===== src/rtl/datapath_pkg.sv =====
// Shared opcodes, FSM state type and immediate-extension helper for datapath_core.
package datapath_pkg;

    // Instruction encodings
    localparam logic [3:0] OP_ADD  = 4'b0000;
    localparam logic [3:0] OP_SLL  = 4'b0001;
    localparam logic [3:0] OP_SRL  = 4'b0010;
    localparam logic [3:0] OP_OR   = 4'b0011;
    localparam logic [3:0] OP_AND  = 4'b0100;
    localparam logic [3:0] OP_ADDI = 4'b0101;
    localparam logic [3:0] OP_LI   = 4'b0110;
    localparam logic [3:0] OP_LW   = 4'b0111;
    localparam logic [3:0] OP_SW   = 4'b1000;
    localparam logic [3:0] OP_MFHI = 4'b1101;
    localparam logic [3:0] OP_MUL  = 4'b1110;
    localparam logic [3:0] OP_MFLO = 4'b1111;

    // Working width of ext_imm; callers cast the result down to their word width
    localparam int unsigned EXT_W = 64;

    typedef enum logic {
        IDLE = 1'b0,
        MUL  = 1'b1
    } state_t;

    // Zero- or sign-extend the low imm_w bits of raw to EXT_W bits
    function automatic logic [EXT_W-1:0] ext_imm(
        input logic [EXT_W-1:0] raw,
        input int unsigned      imm_w,
        input logic             is_signed
    );
        logic [EXT_W-1:0] r;
        logic             fill;
        fill = is_signed & raw[6'(imm_w - 1)];
        for (int unsigned i = 0; i < EXT_W; i++) begin
            if (i >= imm_w) begin
                r[6'(i)] = fill;
            end else begin
                r[6'(i)] = raw[6'(i)];
            end
        end
        return r;
    endfunction

endpackage


===== src/rtl/datapath_core_mul_seq.sv =====
// Iterative unsigned shift-add multiplier, one partial product per cycle.
// The first step is folded into the start edge, so the product register
// updates DATA_W-1 edges after start and done pulses in the following cycle.
module mul_seq #(
    parameter int unsigned DATA_W = 16
) (
    input  logic                  clk,
    input  logic                  rst,
    input  logic                  start,
    input  logic [DATA_W-1:0]     a,
    input  logic [DATA_W-1:0]     b,
    output logic                  busy,
    output logic                  done,
    output logic [2*DATA_W-1:0]   product
);

    localparam int unsigned PW    = 2 * DATA_W;
    localparam int unsigned CNT_W = $clog2(DATA_W + 1);

    logic [PW-1:0]     mcand;
    logic [DATA_W-1:0] mplier;
    logic [PW-1:0]     acc;
    logic [PW-1:0]     acc_nxt;
    logic [CNT_W-1:0]  cnt;

    // Accumulate the shifted multiplicand when the current multiplier bit is set
    always_comb begin
        acc_nxt = acc + (mplier[0] ? mcand : '0);
    end

    // Step sequencer; product only changes on the final step so no partial value is exposed
    always_ff @(posedge clk) begin
        if (rst) begin
            mcand   <= '0;
            mplier  <= '0;
            acc     <= '0;
            cnt     <= '0;
            busy    <= 1'b0;
            done    <= 1'b0;
            product <= '0;
        end else begin
            done <= 1'b0;
            if (start && !busy) begin
                acc    <= b[0] ? PW'(a) : '0;
                mcand  <= PW'(a) << 1;
                mplier <= b >> 1;
                cnt    <= CNT_W'(DATA_W - 1);
                busy   <= 1'b1;
            end else if (busy) begin
                acc    <= acc_nxt;
                mcand  <= mcand << 1;
                mplier <= mplier >> 1;
                cnt    <= cnt - CNT_W'(1);
                if (cnt == CNT_W'(1)) begin
                    product <= acc_nxt;
                    busy    <= 1'b0;
                    done    <= 1'b1;
                end
            end
        end
    end

endmodule


===== src/rtl/datapath_core.sv =====
// Clocked R/I-type datapath: register file, HI/LO, data memory and an
// iterative multiplier behind a valid/ready instruction handshake.
module datapath_core
    import datapath_pkg::*;
#(
    parameter int unsigned DATA_W     = 16,
    parameter int unsigned NREG       = 8,
    parameter int unsigned IMM_W      = 6,
    parameter int unsigned IMM_SIGNED = 0,
    parameter int unsigned MEM_DEPTH  = 16,
    parameter int unsigned SHAMT_W    = $clog2(DATA_W),
    localparam int unsigned REG_AW    = $clog2(NREG),
    localparam int unsigned MEM_AW    = $clog2(MEM_DEPTH)
) (
    input  logic               clk,
    input  logic               rst,
    input  logic               instr_valid,
    output logic               instr_ready,
    input  logic [3:0]         op_code,
    input  logic [REG_AW-1:0]  rs_idx,
    input  logic [REG_AW-1:0]  rt_idx,
    input  logic [REG_AW-1:0]  rd_idx,
    input  logic [SHAMT_W-1:0] shamt,
    input  logic [IMM_W-1:0]   imm,
    input  logic               sel,
    output logic               done,
    output logic [DATA_W-1:0]  result,
    output logic               busy,
    input  logic [REG_AW-1:0]  dbg_idx,
    output logic [DATA_W-1:0]  dbg_data
);

    state_t state;
    state_t state_nxt;

    logic [DATA_W-1:0]   rf  [NREG];
    logic [DATA_W-1:0]   mem [MEM_DEPTH];

    logic [DATA_W-1:0]   rs_val;
    logic [DATA_W-1:0]   rt_val;
    logic [DATA_W-1:0]   imm_ext;
    logic [DATA_W-1:0]   op_b;
    logic [MEM_AW-1:0]   mem_addr;
    logic                accept;

    logic                wr_en;
    logic [REG_AW-1:0]   wr_idx;
    logic [DATA_W-1:0]   wr_data;
    logic                mem_we;
    logic                done_nxt;
    logic [DATA_W-1:0]   result_nxt;
    logic                mul_start;

    logic                mul_busy;
    logic                mul_done;
    logic [2*DATA_W-1:0] mul_product;

    // Operand fetch and address generation
    assign rs_val      = rf[rs_idx];
    assign rt_val      = rf[rt_idx];
    assign imm_ext     = DATA_W'(ext_imm(EXT_W'(imm), IMM_W, 1'(IMM_SIGNED)));
    assign op_b        = sel ? imm_ext : rt_val;
    assign mem_addr    = MEM_AW'(rs_val + imm_ext);
    assign busy        = (state == MUL);
    assign instr_ready = ~busy;
    assign accept      = instr_valid & instr_ready;
    assign dbg_data    = rf[dbg_idx];

    // The multiplier's product register doubles as {HI,LO}
    mul_seq #(
        .DATA_W (DATA_W)
    ) u_mul (
        .clk     (clk),
        .rst     (rst),
        .start   (mul_start & ~mul_busy),
        .a       (rs_val),
        .b       (op_b),
        .busy    (mul_busy),
        .done    (mul_done),
        .product (mul_product)
    );

    // FSM state register
    always_ff @(posedge clk) begin
        if (rst) begin
            state <= IDLE;
        end else begin
            state <= state_nxt;
        end
    end

    // Next state, instruction decode and commit controls
    always_comb begin
        state_nxt  = state;
        mul_start  = 1'b0;
        wr_en      = 1'b0;
        wr_idx     = rd_idx;
        wr_data    = '0;
        mem_we     = 1'b0;
        done_nxt   = 1'b0;
        result_nxt = result;
        case (state)
            IDLE: begin
                if (accept) begin
                    done_nxt   = 1'b1;
                    result_nxt = '0;
                    case (op_code)
                        OP_ADD:  begin wr_en = 1'b1; wr_data = rs_val + op_b;     end
                        OP_SLL:  begin wr_en = 1'b1; wr_data = rs_val << shamt;   end
                        OP_SRL:  begin wr_en = 1'b1; wr_data = rs_val >> shamt;   end
                        OP_OR:   begin wr_en = 1'b1; wr_data = rs_val | op_b;     end
                        OP_AND:  begin wr_en = 1'b1; wr_data = rs_val & op_b;     end
                        OP_ADDI: begin wr_en = 1'b1; wr_idx = rt_idx; wr_data = rs_val + imm_ext; end
                        OP_LI:   begin wr_en = 1'b1; wr_idx = rt_idx; wr_data = imm_ext;          end
                        OP_LW:   begin wr_en = 1'b1; wr_idx = rt_idx; wr_data = mem[mem_addr];    end
                        OP_SW:   begin mem_we = 1'b1; end
                        OP_MFHI: begin wr_en = 1'b1; wr_data = mul_product[2*DATA_W-1:DATA_W]; end
                        OP_MFLO: begin wr_en = 1'b1; wr_data = mul_product[DATA_W-1:0];        end
                        OP_MUL:  begin
                            done_nxt   = 1'b0;
                            result_nxt = result;
                            mul_start  = 1'b1;
                            state_nxt  = MUL;
                        end
                        default: ;
                    endcase
                    if (wr_en) begin
                        result_nxt = wr_data;
                    end
                    if (mem_we) begin
                        result_nxt = rt_val;
                    end
                end
            end
            MUL: begin
                if (mul_done) begin
                    state_nxt  = IDLE;
                    done_nxt   = 1'b1;
                    result_nxt = mul_product[DATA_W-1:0];
                end
            end
            default: state_nxt = IDLE;
        endcase
    end

    // Architectural state and registered outputs
    always_ff @(posedge clk) begin
        if (rst) begin
            for (int i = 0; i < NREG; i++) begin
                rf[i] <= '0;
            end
            for (int i = 0; i < MEM_DEPTH; i++) begin
                mem[i] <= '0;
            end
            done   <= 1'b0;
            result <= '0;
        end else begin
            done   <= done_nxt;
            result <= result_nxt;
            if (wr_en) begin
                rf[wr_idx] <= wr_data;
            end
            if (mem_we) begin
                mem[mem_addr] <= rt_val;
            end
        end
    end

endmodule


===== config.mk =====
export PLATFORM = sky130hd
export DESIGN_NAME = datapath_core
export DESIGN_NICKNAME = d
export VERILOG_FILES = /design/src/rtl/datapath_pkg.sv /design/src/rtl/datapath_core_mul_seq.sv /design/src/rtl/datapath_core.sv
export SDC_FILE = /design/constraint.sdc
export NUM_CORES = 1
export LEC_CHECK = 0
export CAP_MARGIN = 10
export CORE_MARGIN = 8
export CORE_UTILIZATION = 56
export CTS_BUF_LIST = sky130_fd_sc_hd__clkbuf_16
export CTS_CLUSTER_DIAMETER = 60
export DETAILED_ROUTE_END_ITERATION = 10
export MAX_ROUTING_LAYER = met4
export PLACE_DENSITY_LB_ADDON = 0.08
export SLEW_MARGIN = 10
export SYNTH_ARGS = -nofsm -noshare
export SYNTH_HDL_FRONTEND = slang
export SYNTH_SLANG_ARGS = --single-unit

===== constraint.sdc =====
create_clock -name clk -period 11.16 [get_ports clk]
set_input_delay 1.674 -clock clk [delete_from_list [all_inputs] [get_ports clk]]
set_output_delay 1.674 -clock clk [all_outputs]
set_load 0.01 [all_outputs]

==> flow_metrics.py <==
metrics = {
    "outcome": {
        "status": "finished clean",
    },
    "placement": {
        "hpwl_um": 69000,
        "place_area_um2": 30500,
        "gp_congestion": 0.990,
        "portBuffers": 64,
    },
    "timing": {
        "min_period_over_period_pct": 66.9,
        "maxSlewViolCount": 0,
        "maxSlewHeadroom_pct": 19.4,
        "rsz0062_at_grt": "false",
        "period_needed_ps": 7470,
        "worstMarginPinSlew_ps": 1210,
        "skew_ps": 24.4,
        "finalSetupViolCount": 0,
        "fmax_mhz": 134,
        "finalHoldViolCount": 0,
        "timing.setup.tns_ps": 0,
    },
    "detailed_routing": {
        "wire_per_inst_um": 29.8,
        "via_per_inst": 6.73,
        "drt-pass1-iter-count": 6,
        "drc": 0,
        "vias": 22979,
        "wirelength_um": 102000,
        "initialDrtViolationCount": 2906,
        "drtAntennaViolNets": 0,
    },
    "power_and_ir_drop": {
        "power_leakage_nw": 11.9,
        "power_density_nw_per_um2": 153,
        "ir_worst_vdd_mv": 0.151,
    },
    "synth": {
        "synth_edf_count": 384,
        "synth_top_family_by_area": "multiplexers",
        "yosys.area_share.adder_pct": 3.19,
        "syn_area_um2": 29300,
        "synth_top_area_share_pct": 39.3,
        "synth-async-reset-ratio_pct": 0,
        "synth.top_cells.by_count": "610 x nor2_1, 384 x edfxtp_1, 214 x nand2_1",
        "synth-simple-area-share_pct": 15.6,
        "yosysWarnings": 0,
        "synth.most_common_cell": "nor2_1",
        "synth_top_area_cell": "edfxtp_1",
        "synth_cells": 2683,
        "seq_area_frac_synth_pct": 48.6,
        "synth_ff_type": "edfxtp_1",
        "synth_area_leaders": "edfxtp_1 39%, mux4_2 12%, dfxtp_1 9.2%, nor2_1 7.8%, ha_1 3.0%",
        "synth_seq_cells": 519,
        "synthXorXnorAreaFrac_pct": 1.58,
        "synth_compound_area_share_pct": 10.0,
        "yosys-mux-area-fraction_pct": 17.6,
        "syn_avg_cell_area_um2": 10.9,
        "ys_types": 93,
        "synth_fp_nets": 2786,
    },
    "run": {
        "maxCapViolations": 0,
    },
    "finish": {
        "drive_above_1_share_pct": 14.3,
        "area.growth.synth_to_final_pct": 10.5,
        "finalCoreUtilization_pct": 62.1,
        "multi_input_area_um2": 14100,
        "regArea_um2": 14200,
        "fill_cells": 4176,
        "final_nets": 2781,
        "fin_area_um2": 32400,
    },
    "cts": {
        "hold_buffers": 0,
        "h-tree-depth": 2,
        "post_cts_resized": 0,
        "cts_setup_buffers": 0,
        "worstSkewPairLatency_ps": 630,
        "cts_sinks": 519,
        "cts_buffers": 57,
        "clk_pin_slew_ps": 60,
        "cts-root-buf": "clkbuf_16",
        "clockBufferDepth": 3,
        "cts_tree": "yes",
    },
    "grt": {
        "grt_overflow_total": 0,
        "antenna_found_initial": 3,
        "grt_max_degree": 80,
        "grt_pass1_vias": 22030,
        "grtUsageTotal_pct": 34.2,
        "grt_pass1_wl_um": 148000,
    },
    "die": {
        "die_w_um": 245,
        "dieArea_um2": 59900,
        "fp.dieH_um": 245,
        "coreArea_um2": 52100,
        "initial_core_util_pct": 56.2,
        "ios": 65,
        "row_count": 84,
    },
    "worst_setup_path": {
        "crit_type": "in -> reg",
        "crit_path_end_kind": "flop",
        "arrival_ps": 7800,
        "cp_max_fo": 45,
        "cp-start-kind": "primary input",
        "worstPathRequired_ps": 11500,
    },
    "worst_hold_path": {
        "hp-class": "reg -> reg",
    },
}
-- through the flow --
| stage | total power, mW | std cells | hold slack (ps) | setup WS, ps |
|---|---|---|---|---|
| 3_3_place_gp | 3.06 | 3307 | 437 | 3220 |
| 4_1_cts | 4.94 | 3412 | 453 | 3760 |
| 2_1_floorplan | 2.74 | 2683 | 428 | 5070 |
| 6_report | 4.94 | 3416 | 460 | 3690 |
| 5_1_grt | 5.07 | 3415 | 467 | 3450 |
| 3_5_place_dp | 3.07 | 3307 | 445 | 3100 |
-- worst max-delay path, cell delays in order --
cell	delay, ps
clkdlybuf4s50_1	470
buf_4	400
mux4_1	630
mux2i_2	600
inv_2	210
ha_4	660
buf_4	740
mux4_2	590
mux2i_1	220
o21ai_0	130
a2111oi_2	540
o21ai_1	220
a211oi_4	520
nor2_1	90
-- sequential cells by signal, summed over array words and instances (netlist names) --
name           flops
busy               1
done               1
mem              256
result            16
rf               128
u_mul.acc         32
u_mul.busy         1
u_mul.cnt          5
u_mul.done         1
u_mul.mcand       31
u_mul.mplier      15
u_mul.product     32
-- kinds of logic after synthesis --
logic type | Yosys count
AND/OR/NAND/NOR | 1055
flip-flops | 519
AO/OA/AOI/OAI | 448
multiplexers | 287
buffers and inverters | 248
adder cells (fa/ha/maj) | 73
XOR/XNOR | 53
-- layout by cell type (no fill, tap or decap), types with 28 or more instances in the layout --
cell | Yosys | layout
o21ai_0 | 72 | 72
a211oi_1 | 35 | 35
edfxtp_1 | 384 | 384
clkdlybuf4s50_1 | 0 | 59
mux4_2 | 150 | 150
and2_1 | 40 | 40
dfxtp_1 | 135 | 134
inv_1 | 56 | 66
mux2_2 | 31 | 31
clkbuf_16 | 0 | 57
nand2_1 | 214 | 214
nor2b_1 | 38 | 38
nor2_1 | 610 | 610
nor3_1 | 30 | 28
a21oi_1 | 158 | 158
mux2i_1 | 80 | 64
ha_1 | 70 | 69
buf_4 | 4 | 58
nand3_1 | 38 | 38
xnor2_1 | 37 | 37
-- power breakdown --
part           total, mW  switching [mW]  internal, mW
Clock               1.89           0.796          1.09
Sequential          2.16          0.0334          2.13
Combinational      0.890           0.565         0.326
Total               4.94            1.39          3.55
-- final cells by class --
type                    instances  area share [%]
diodes                          4          0.0309
clock buffers                  57            4.40
clock inverters                48            1.34
inverters                      63           0.730
multi-input cells            1916            43.7
flip-flops and latches        519            44.0
well taps                     688            2.66
repair buffers                121            3.23
-- worst paths after layout --
kind                                    from  cells past startpoint  slack [ps]          endpoint
worst max-delay path               rs_idx[1]                     14        3690         rf[6][15]
worst min-delay path            u_mul.acc[0]                      2         460  u_mul.product[0]
worst min register to register  u_mul.acc[0]                      2         460  u_mul.product[0]
worst max register to register      rf[1][0]                     12        5340         rf[6][15]
-- routing by layer --
layer	vias up	GRT usage (%)	share of wire [%]
li1	9855	-	-
met1	11452	44.8	39
met2	1412	52.2	46
met3	260	6.21	9.9
met4	0	15.0	4.8
met5	-	-	0
No activity file was read; power rests on OpenSTA's default activity.
